File: src/rtl/code_pkg.sv
// rtl/code_pkg.sv - shared types and widths for the code decoder
package code_pkg;

    localparam int CODE_W   = 3;
    localparam int ONEHOT_W = 8;

    typedef enum logic {
        IDLE,
        SHOW
    } state_t;

    function automatic logic [ONEHOT_W-1:0] onehot(input logic [CODE_W-1:0] code);
        onehot = ONEHOT_W'(1) << code;
    endfunction

endpackage

File: src/rtl/code_fifo.sv
// rtl/code_fifo.sv - code FIFO with occupancy count; pushes while full are ignored
module code_fifo
    import code_pkg::*;
#(
    parameter int DEPTH = 4
) (
    input  logic                     clk,
    input  logic                     rst,
    input  logic                     push,
    input  logic                     pop,
    input  logic [CODE_W-1:0]        din,
    output logic [CODE_W-1:0]        head,
    output logic                     full,
    output logic                     empty,
    output logic [$clog2(DEPTH):0]   level
);

    localparam int AW = $clog2(DEPTH);
    localparam int LW = AW + 1;

    logic [CODE_W-1:0] mem [DEPTH];
    logic [AW-1:0]     wptr;
    logic [AW-1:0]     rptr;
    logic [LW-1:0]     count;
    logic              do_push;
    logic              do_pop;

    assign full    = (count == LW'(DEPTH));
    assign empty   = (count == '0);
    assign level   = count;
    assign head    = mem[rptr];
    assign do_push = push && !full;
    assign do_pop  = pop && !empty;

    // Power-of-two depth lets the pointers wrap by natural overflow.
    always_ff @(posedge clk) begin
        if (rst) begin
            wptr  <= '0;
            rptr  <= '0;
            count <= '0;
        end else begin
            if (do_push) wptr <= wptr + AW'(1);
            if (do_pop)  rptr <= rptr + AW'(1);
            case ({do_push, do_pop})
                2'b10:   count <= count + LW'(1);
                2'b01:   count <= count - LW'(1);
                default: count <= count;
            endcase
        end
    end

    always_ff @(posedge clk) begin
        if (!rst && do_push) mem[wptr] <= din;
    end

endmodule

File: src/rtl/code_decoder.sv
// rtl/code_decoder.sv - queued binary-to-one-hot display; CODE_DECODER_MASK_EN adds sticky Mask output
module code_decoder
    import code_pkg::*;
#(
    parameter int DEPTH = 4,
    parameter int HOLD  = 4
) (
    input  logic                   clk,
    input  logic                   rst,
    input  logic                   EN,
    input  logic                   Done,
    input  logic [CODE_W-1:0]      Y,
    output logic                   Ready,
    output logic [ONEHOT_W-1:0]    Out,
    output logic                   Valid,
    output logic [$clog2(DEPTH):0] Level
`ifdef CODE_DECODER_MASK_EN
    ,
    output logic [ONEHOT_W-1:0]    Mask
`endif
);

    localparam logic [3:0] HOLD_M1 = 4'(HOLD - 1);

    state_t              state, state_n;
    logic [3:0]          cnt, cnt_n;
    logic [ONEHOT_W-1:0] out_n;
    logic                push, pop;
    logic                full, empty;
    logic [CODE_W-1:0]   head;

    assign Ready = !full && !rst;
    assign push  = EN && Done && Ready;
    assign Valid = |Out;

    code_fifo #(.DEPTH(DEPTH)) u_fifo (
        .clk   (clk),
        .rst   (rst),
        .push  (push),
        .pop   (pop),
        .din   (Y),
        .head  (head),
        .full  (full),
        .empty (empty),
        .level (Level)
    );

    always_ff @(posedge clk) begin
        if (rst) begin
            state <= IDLE;
            cnt   <= '0;
            Out   <= '0;
        end else begin
            state <= state_n;
            cnt   <= cnt_n;
            Out   <= out_n;
        end
    end

    // A code with an expired hold is replaced in the same cycle, so no blank gap appears.
    always_comb begin
        state_n = state;
        cnt_n   = cnt;
        out_n   = Out;
        pop     = 1'b0;
        case (state)
            IDLE: begin
                out_n = '0;
                if (!empty) begin
                    pop     = 1'b1;
                    out_n   = onehot(head);
                    cnt_n   = HOLD_M1;
                    state_n = SHOW;
                end
            end
            SHOW: begin
                if (cnt != '0) begin
                    cnt_n = cnt - 4'd1;
                end else if (!empty) begin
                    pop   = 1'b1;
                    out_n = onehot(head);
                    cnt_n = HOLD_M1;
                end else begin
                    out_n   = '0;
                    state_n = IDLE;
                end
            end
            default: begin
                out_n   = '0;
                cnt_n   = '0;
                state_n = IDLE;
            end
        endcase
    end

`ifdef CODE_DECODER_MASK_EN
    always_ff @(posedge clk) begin
        if (rst)      Mask <= '0;
        else if (pop) Mask <= Mask | onehot(head);
    end
`endif

endmodule

File: config.mk
export PLATFORM = sky130hd
export DESIGN_NAME = code_decoder
export DESIGN_NICKNAME = d
export VERILOG_FILES = /design/src/rtl/code_pkg.sv /design/src/rtl/code_fifo.sv /design/src/rtl/code_decoder.sv
export SDC_FILE = /design/constraint.sdc
export NUM_CORES = 1
export LEC_CHECK = 0
export BUFFER_PORTS_ARGS = -buffer_cell sky130_fd_sc_hd__buf_4
export CAP_MARGIN = 20
export CORE_ASPECT_RATIO = 1.4
export CORE_MARGIN = 5
export CORE_UTILIZATION = 38
export CTS_BUF_LIST = sky130_fd_sc_hd__clkbuf_4 sky130_fd_sc_hd__clkbuf_8
export DETAILED_ROUTE_END_ITERATION = 8
export GPL_ROUTABILITY_DRIVEN = 0
export PLACE_DENSITY_LB_ADDON = 0.2
export SLEW_MARGIN = 15
export SYNTH_ARGS = -nofsm -noshare
export SYNTH_HDL_FRONTEND = slang
export SYNTH_SLANG_ARGS = --single-unit
File: constraint.sdc
create_clock -name clk -period 7.2 [get_ports clk]
set_clock_uncertainty 0.15 [all_clocks]
set_input_delay 0 -clock clk [delete_from_list [all_inputs] [get_ports clk]]
set_output_delay 0 -clock clk [all_outputs]
set_load 0.005 [all_outputs]
# Word level (Yosys, flattened, before mapping)
# Memories as Yosys holds them, arrays and structs flattened. A register that Yosys moved wholly into a read port is not among the register bits.
# Index checks and enable logic that the tools add are counted.
[op_classes]
add_sub_neg = 5
n_eq_ne = 4
n_shift = 1
muxes = 16
n_bitwise = 1
n_reduce_logical = 13
[op_table]
columns = ["op", "n"]
rows = [
  ["two-way mux 8 bit", 2],
  ["one-hot mux 8 bit (2 select lines)", 1],
  ["two-way mux 4 bit", 2],
  ["one-hot mux 4 bit (2 select lines)", 1],
  ["OR reduction 8 bit", 1],
  ["left shift 1 x 3 -> 8 bit (first input constant)", 1],
  ["logical AND 1 bit", 6],
  ["one-hot mux 3 bit (2 select lines)", 1],
  ["two-way mux 1 bit", 5],
  ["adder 2 x 1 -> 2 bit (second input constant)", 2],
  ["two-way mux 2 bit", 2],
  ["one-hot mux 1 bit (2 select lines)", 2],
  ["nonzero test 4 bit", 1],
  ["subtractor 4 x 1 -> 4 bit (second input constant)", 1],
  ["adder 3 x 1 -> 3 bit (second input constant)", 1],
  ["equality test 3 bit (second input constant)", 1],
  ["zero test 1 bit", 3],
  ["zero test 3 bit", 1],
  ["subtractor 3 x 1 -> 3 bit (second input constant)", 1],
  ["equality test 2 x 1 -> 1 bit (second input constant)", 1],
  ["equality test 2 bit (second input constant)", 1],
  ["!= test 2 bit (second input constant)", 1],
  ["nonzero test 2 bit", 1],
  ["inverter 1 bit", 1],
]
[totals]
reg_bits = 20
mem_bits_rw = 12
inputBits = 7
output_inout_bits = 13
memories = 1
[mem_list]
columns = ["name", "words", "word_bits", "rd", "rd_clocked_by_memory_dff", "write_ports", "line", "text"]
rows = [
  ["u_fifo.mem", 4, 3, 1, 1, 1, "code_fifo.sv:21", "logic [CODE_W-1:0] mem [DEPTH];"],
]

# Depth between registers and ports, before layout
[depth]
word_depth = 8
mapped_depth = 9
depth_no_buf = 9

# Hierarchy
# A second synthesis with hierarchy kept.
[unflattened]
hier_cells = 146
area_unflattened_um2 = 1565.3
[modules_own_cells]
columns = ["mod", "instances", "cells_each", "area_each_um2", "seq_area_each_um2"]
rows = [
  ["code_fifo", 1, 69, 918.4, 540.5],
  ["code_decoder", 1, 77, 646.9, 260.2],
]

# Worst setup path after synthesis
# Ideal clock, no wire load.
[synth_path]
path_kind = "reg2reg"
start = "reg u_fifo.count[0] (netlist: u_fifo.level[0])"
end = "reg u_fifo.count[2] (netlist: u_fifo.level[2])"
setup_ns = 0.071
t_arrival_ns = 2.120
required_time_ns = 6.979
slack_ns = 4.859
path_stages_with_launch = 9
n_path_buf = 0
synth_period_minus_slack_ns = 2.341
path_cell_list = "dfxtp_1 > nor2_1 > a211oi_2 > inv_1 > ha_1 > fa_1 > xnor2_1 > or3_1 > a21oi_1"
[synth_between]
elab_chain_len = 7
[synth_rtl]
columns = ["item", "line", "text"]
rows = [
  ["from (decl)", "code_fifo.sv:24", "logic [LW-1:0] count;"],
  ["from (signal assigned)", "code_fifo.sv:45", "2'b10: count <= count + LW'(1);"],
  ["from (signal assigned)", "code_fifo.sv:46", "2'b01: count <= count - LW'(1);"],
  ["from (signal assigned)", "code_fifo.sv:47", "default: count <= count;"],
  ["zero test 3 bit or equality test 3 bit (tied branches)", "code_fifo.sv:29, code_fifo.sv:28", ""],
  ["two-way mux 1 bit or zero test 1 bit (tied branches)", "-", ""],
  ["two-way mux 1 bit or logical AND 1 bit (tied branches)", "code_decoder.sv:77, code_decoder.sv:32", ""],
  ["one-hot mux 1 bit (2 select lines) or logical AND 1 bit (tied branches)", "code_decoder.sv:66, code_decoder.sv:33", ""],
  ["logical AND 1 bit (on tied branches)", "code_fifo.sv:33, code_fifo.sv:32", ""],
  ["equality test 2 x 1 -> 1 bit or equality test 2 bit (tied branches)", "code_fifo.sv:44", "case ({do_push, do_pop})"],
  ["one-hot mux 3 bit (2 select lines) or nonzero test 2 bit (tied branches)", "-", ""],
]
# Several ways; a longest one is shown, not always the timed one.
# A chain may end at the register's enable or synchronous reset.

# Final worst setup path
# Ends and elaborated chain as after synthesis.

==> out/results.ini <==
[status]
status=finished, final reports clean

[grt]
grt_pass1_wl_mm=4.60
grtUsageTotal_pct=11.0
grt_max_degree=24
grt_pass1_vias=1007
antenna_found_initial=0
gr-total-overflow=0

[die]
ios=20
core.rowCount=26
start_util_pct=39.5
fp.dieW_um=62.5
die_height_um=83.5
die_area_um2=5220
core_area_um2=3710

[routing]
route.detailed.drc=0
wl_per_cell_um=13.5
dr_total_vias=1001
antenna_left=0
wl_mm=2.65
first_pass_iters=4
first_iter_violations=43
viasPerCell=5.11

[power]
powerDensity_nw_per_um2=354
p_seq_share_pct=41.7
p_leak_uw=0.000692
ir_drop_mv=0.203
p_sw_share_pct=35.3
internal_power_uw=405
pwr-share-comb_pct=36.8
power_switching_uw=221
power_frac_clock_pct=21.5

[synth]
ys_ff_latch=34
ys_seq_area_share_pct=54.6
synth_warnings=0
synth-adder-area-share_pct=7.34
yosys.area_share.simple_pct=14.2
synth-xor-area-share_pct=3.58
syn_inst=127
synthMuxAreaShare_pct=6.48
synth_top_family_by_area=simple AND/OR/NAND/NOR gates
syn-num-nets=142
synth_area_per_cell_um2=11.5
syn_area_um2=1470
ys_types=30
synth_compound_area_share_pct=11.1

[timing]
slew_viol_final=0
setup_viol=0
hold_viol=0
post-route-min-period_ns=2.49
fin_setup_tns_ns=0
rsz0062_at_grt=false
timing.final.crit_share_pct=34.5
slew_headroom_pct=38.0
worst_pin_slew_ns=0.927
max_freq_mhz=402

[cells_and_area]
layout.nets=168
nFillCells=359
design_area_um2=1770
area_growth_pct=20.7
drive_above_1_share_pct=19.5
num_antenna_cells=0
layout_commonest_cell=nor2_1
final_cell_mix=23 x nor2_1, 22 x dfxtp_1, 19 x buf_4, 12 x edfxtp_1, 9 x a22oi_1

[clock_network]
ctsLongestPathBuffers=2
cts_tree=built
insertion_delay_ns=0.28
post_cts_buffers=0
clockRootBuffer=clkbuf_8
htreeDepth=2
clock_sinks=34
numCtsBuffers=5
clkSlewWorstSetupHoldPaths_ns=0.07

[placed_design]
place_hpwl_mm=2.02
portBuffers=19
placed_area_um2=1650

[critical_path]
arrival_ns=2.56
required_ns=7.27
cp_max_fo=7
cp-end-kind=flip-flop
cp-start-kind=flip-flop
worstSetupPathType=reg -> reg

[worst_hold_path]
hp-class=in -> reg

[job]
cap_violations=0

==> logic make-up after synthesis <==
family / count (synthesis)
AND/OR/NAND/NOR: 43
flip-flops: 34
AO/OA/AOI/OAI: 21
buffers and inverters: 10
adder cells (fa/ha/maj): 8
XOR/XNOR: 6
multiplexers: 5
==> synth_stat cells <==
| library cell | count | area, µm² |
|---|---|---|
| nor2_1 | 23 | 86.3 |
| dfxtp_1 | 22 | 440 |
| edfxtp_1 | 12 | 360 |
| a22oi_1 | 9 | 67.6 |
| ha_1 | 7 | 87.6 |
| inv_1 | 6 | 22.5 |
| and2_1 | 5 | 31.3 |
| a21oi_1 | 4 | 20.0 |
| nor3_1 | 4 | 20.0 |
| clkbuf_1 | 3 | 11.3 |
| xnor2_1 | 3 | 26.3 |
| xor2_1 | 3 | 26.3 |
| a211oi_1 | 2 | 15.0 |
| mux2i_1 | 2 | 20.0 |
| mux4_1 | 2 | 52.6 |
| nand2_1 | 2 | 7.51 |
| nor2b_1 | 2 | 12.5 |
| nor4_1 | 2 | 12.5 |
| o21ai_0 | 2 | 10.0 |
| or3_1 | 2 | 12.5 |
| a211oi_2 | 1 | 12.5 |
| a211oi_4 | 1 | 20.0 |
| buf_2 | 1 | 5.00 |
| fa_1 | 1 | 20.0 |
| mux4_2 | 1 | 22.5 |
| nand3b_1 | 1 | 7.51 |
| nor3b_1 | 1 | 7.51 |
| o211a_1 | 1 | 10.0 |
| o211ai_1 | 1 | 7.51 |
| or3b_4 | 1 | 11.3 |
==> metal layers <==
layer,global-route usage (%),share of wire (%),vias up
li1,-,-,505
met1,11.6,41,477
met2,19.2,53,13
met3,4.18,3.8,6
met4,4.63,1.9,0
met5,0,0,-
==> final timing paths <==
path                                                   start                           end  slack (ns)  cells past startpoint
worst min-delay path                                    Done   u_fifo.wptr[0]$_SDFFE_PP0P_        0.04                      5
worst min register to register             cnt[0]$_SDFF_PP0_             cnt[0]$_SDFF_PP0_        0.38                      1
worst max register to register  u_fifo.level[0]$_SDFFE_PP0P_  u_fifo.level[2]$_SDFFE_PP0P_        4.71                      8
worst max-delay path            u_fifo.level[0]$_SDFFE_PP0P_  u_fifo.level[2]$_SDFFE_PP0P_        4.71                      8
==> registers in the layout (all words and copies together), names as in the netlist, named ones only <==
register / cells
u_fifo.level: 3
u_fifo.rptr: 2
u_fifo.mem: 12
u_fifo.wptr: 2
cnt: 4
Out: 8
state: 1
==> worst max-delay path, stage by stage (launching register included) <==
cell and delay [ns]:
dfxtp_1 0.45, nor2_1 0.10, a211oi_2 0.45, inv_1 0.09
ha_1 0.23, fa_1 0.39, xnor2_1 0.14, or3_1 0.30
a21oi_1 0.13
==> power by group through the flow <==
stage          Clock [µW]  Combinational, µW  Sequential [µW]
6_report              134                230              261
5_1_grt               149                260              267
4_1_cts               139                234              262
3_5_place_dp            0                230              266
3_3_place_gp            0                227              264
2_1_floorplan           0                173              260
==> per-stage QoR <==
| step | power, µW | setup slack [ns] | hold WS, ns | utilization (%) | cells |
|---|---|---|---|---|---|
| finish | 626 | 4.71 | 0.0354 | 47.7 | 196 |
| global route | 676 | 4.50 | 0.115 | 47.7 | 196 |
| CTS | 635 | 4.68 | 0.0350 | 47.7 | 196 |
| detailed placement | 496 | 4.70 | 0.0566 | 44.4 | 184 |
| global placement | 491 | 4.78 | 0.0514 | 44.4 | 184 |
| floorplan | 433 | 4.86 | -0.0772 | - | 127 |
==> area by class of cell <==
| class | instances | area (µm²) | area share [%] |
|---|---|---|---|
| clock inverter | 3 | 16.3 | 0.919 |
| tap | 42 | 52.6 | 2.97 |
| sequential | 34 | 801 | 45.2 |
| clock buffer | 5 | 68.8 | 3.89 |
| timing repair buffer | 23 | 183 | 10.3 |
| inverter | 6 | 22.5 | 1.27 |
| multi-input combinational | 83 | 627 | 35.4 |
==> what timing repair did <==
action                                 CTS  global route
hold buffers                             4             0
gates resized for setup                  0             0
endpoints found under the hold margin   34             0
Power figures use the tool's default switching activity.
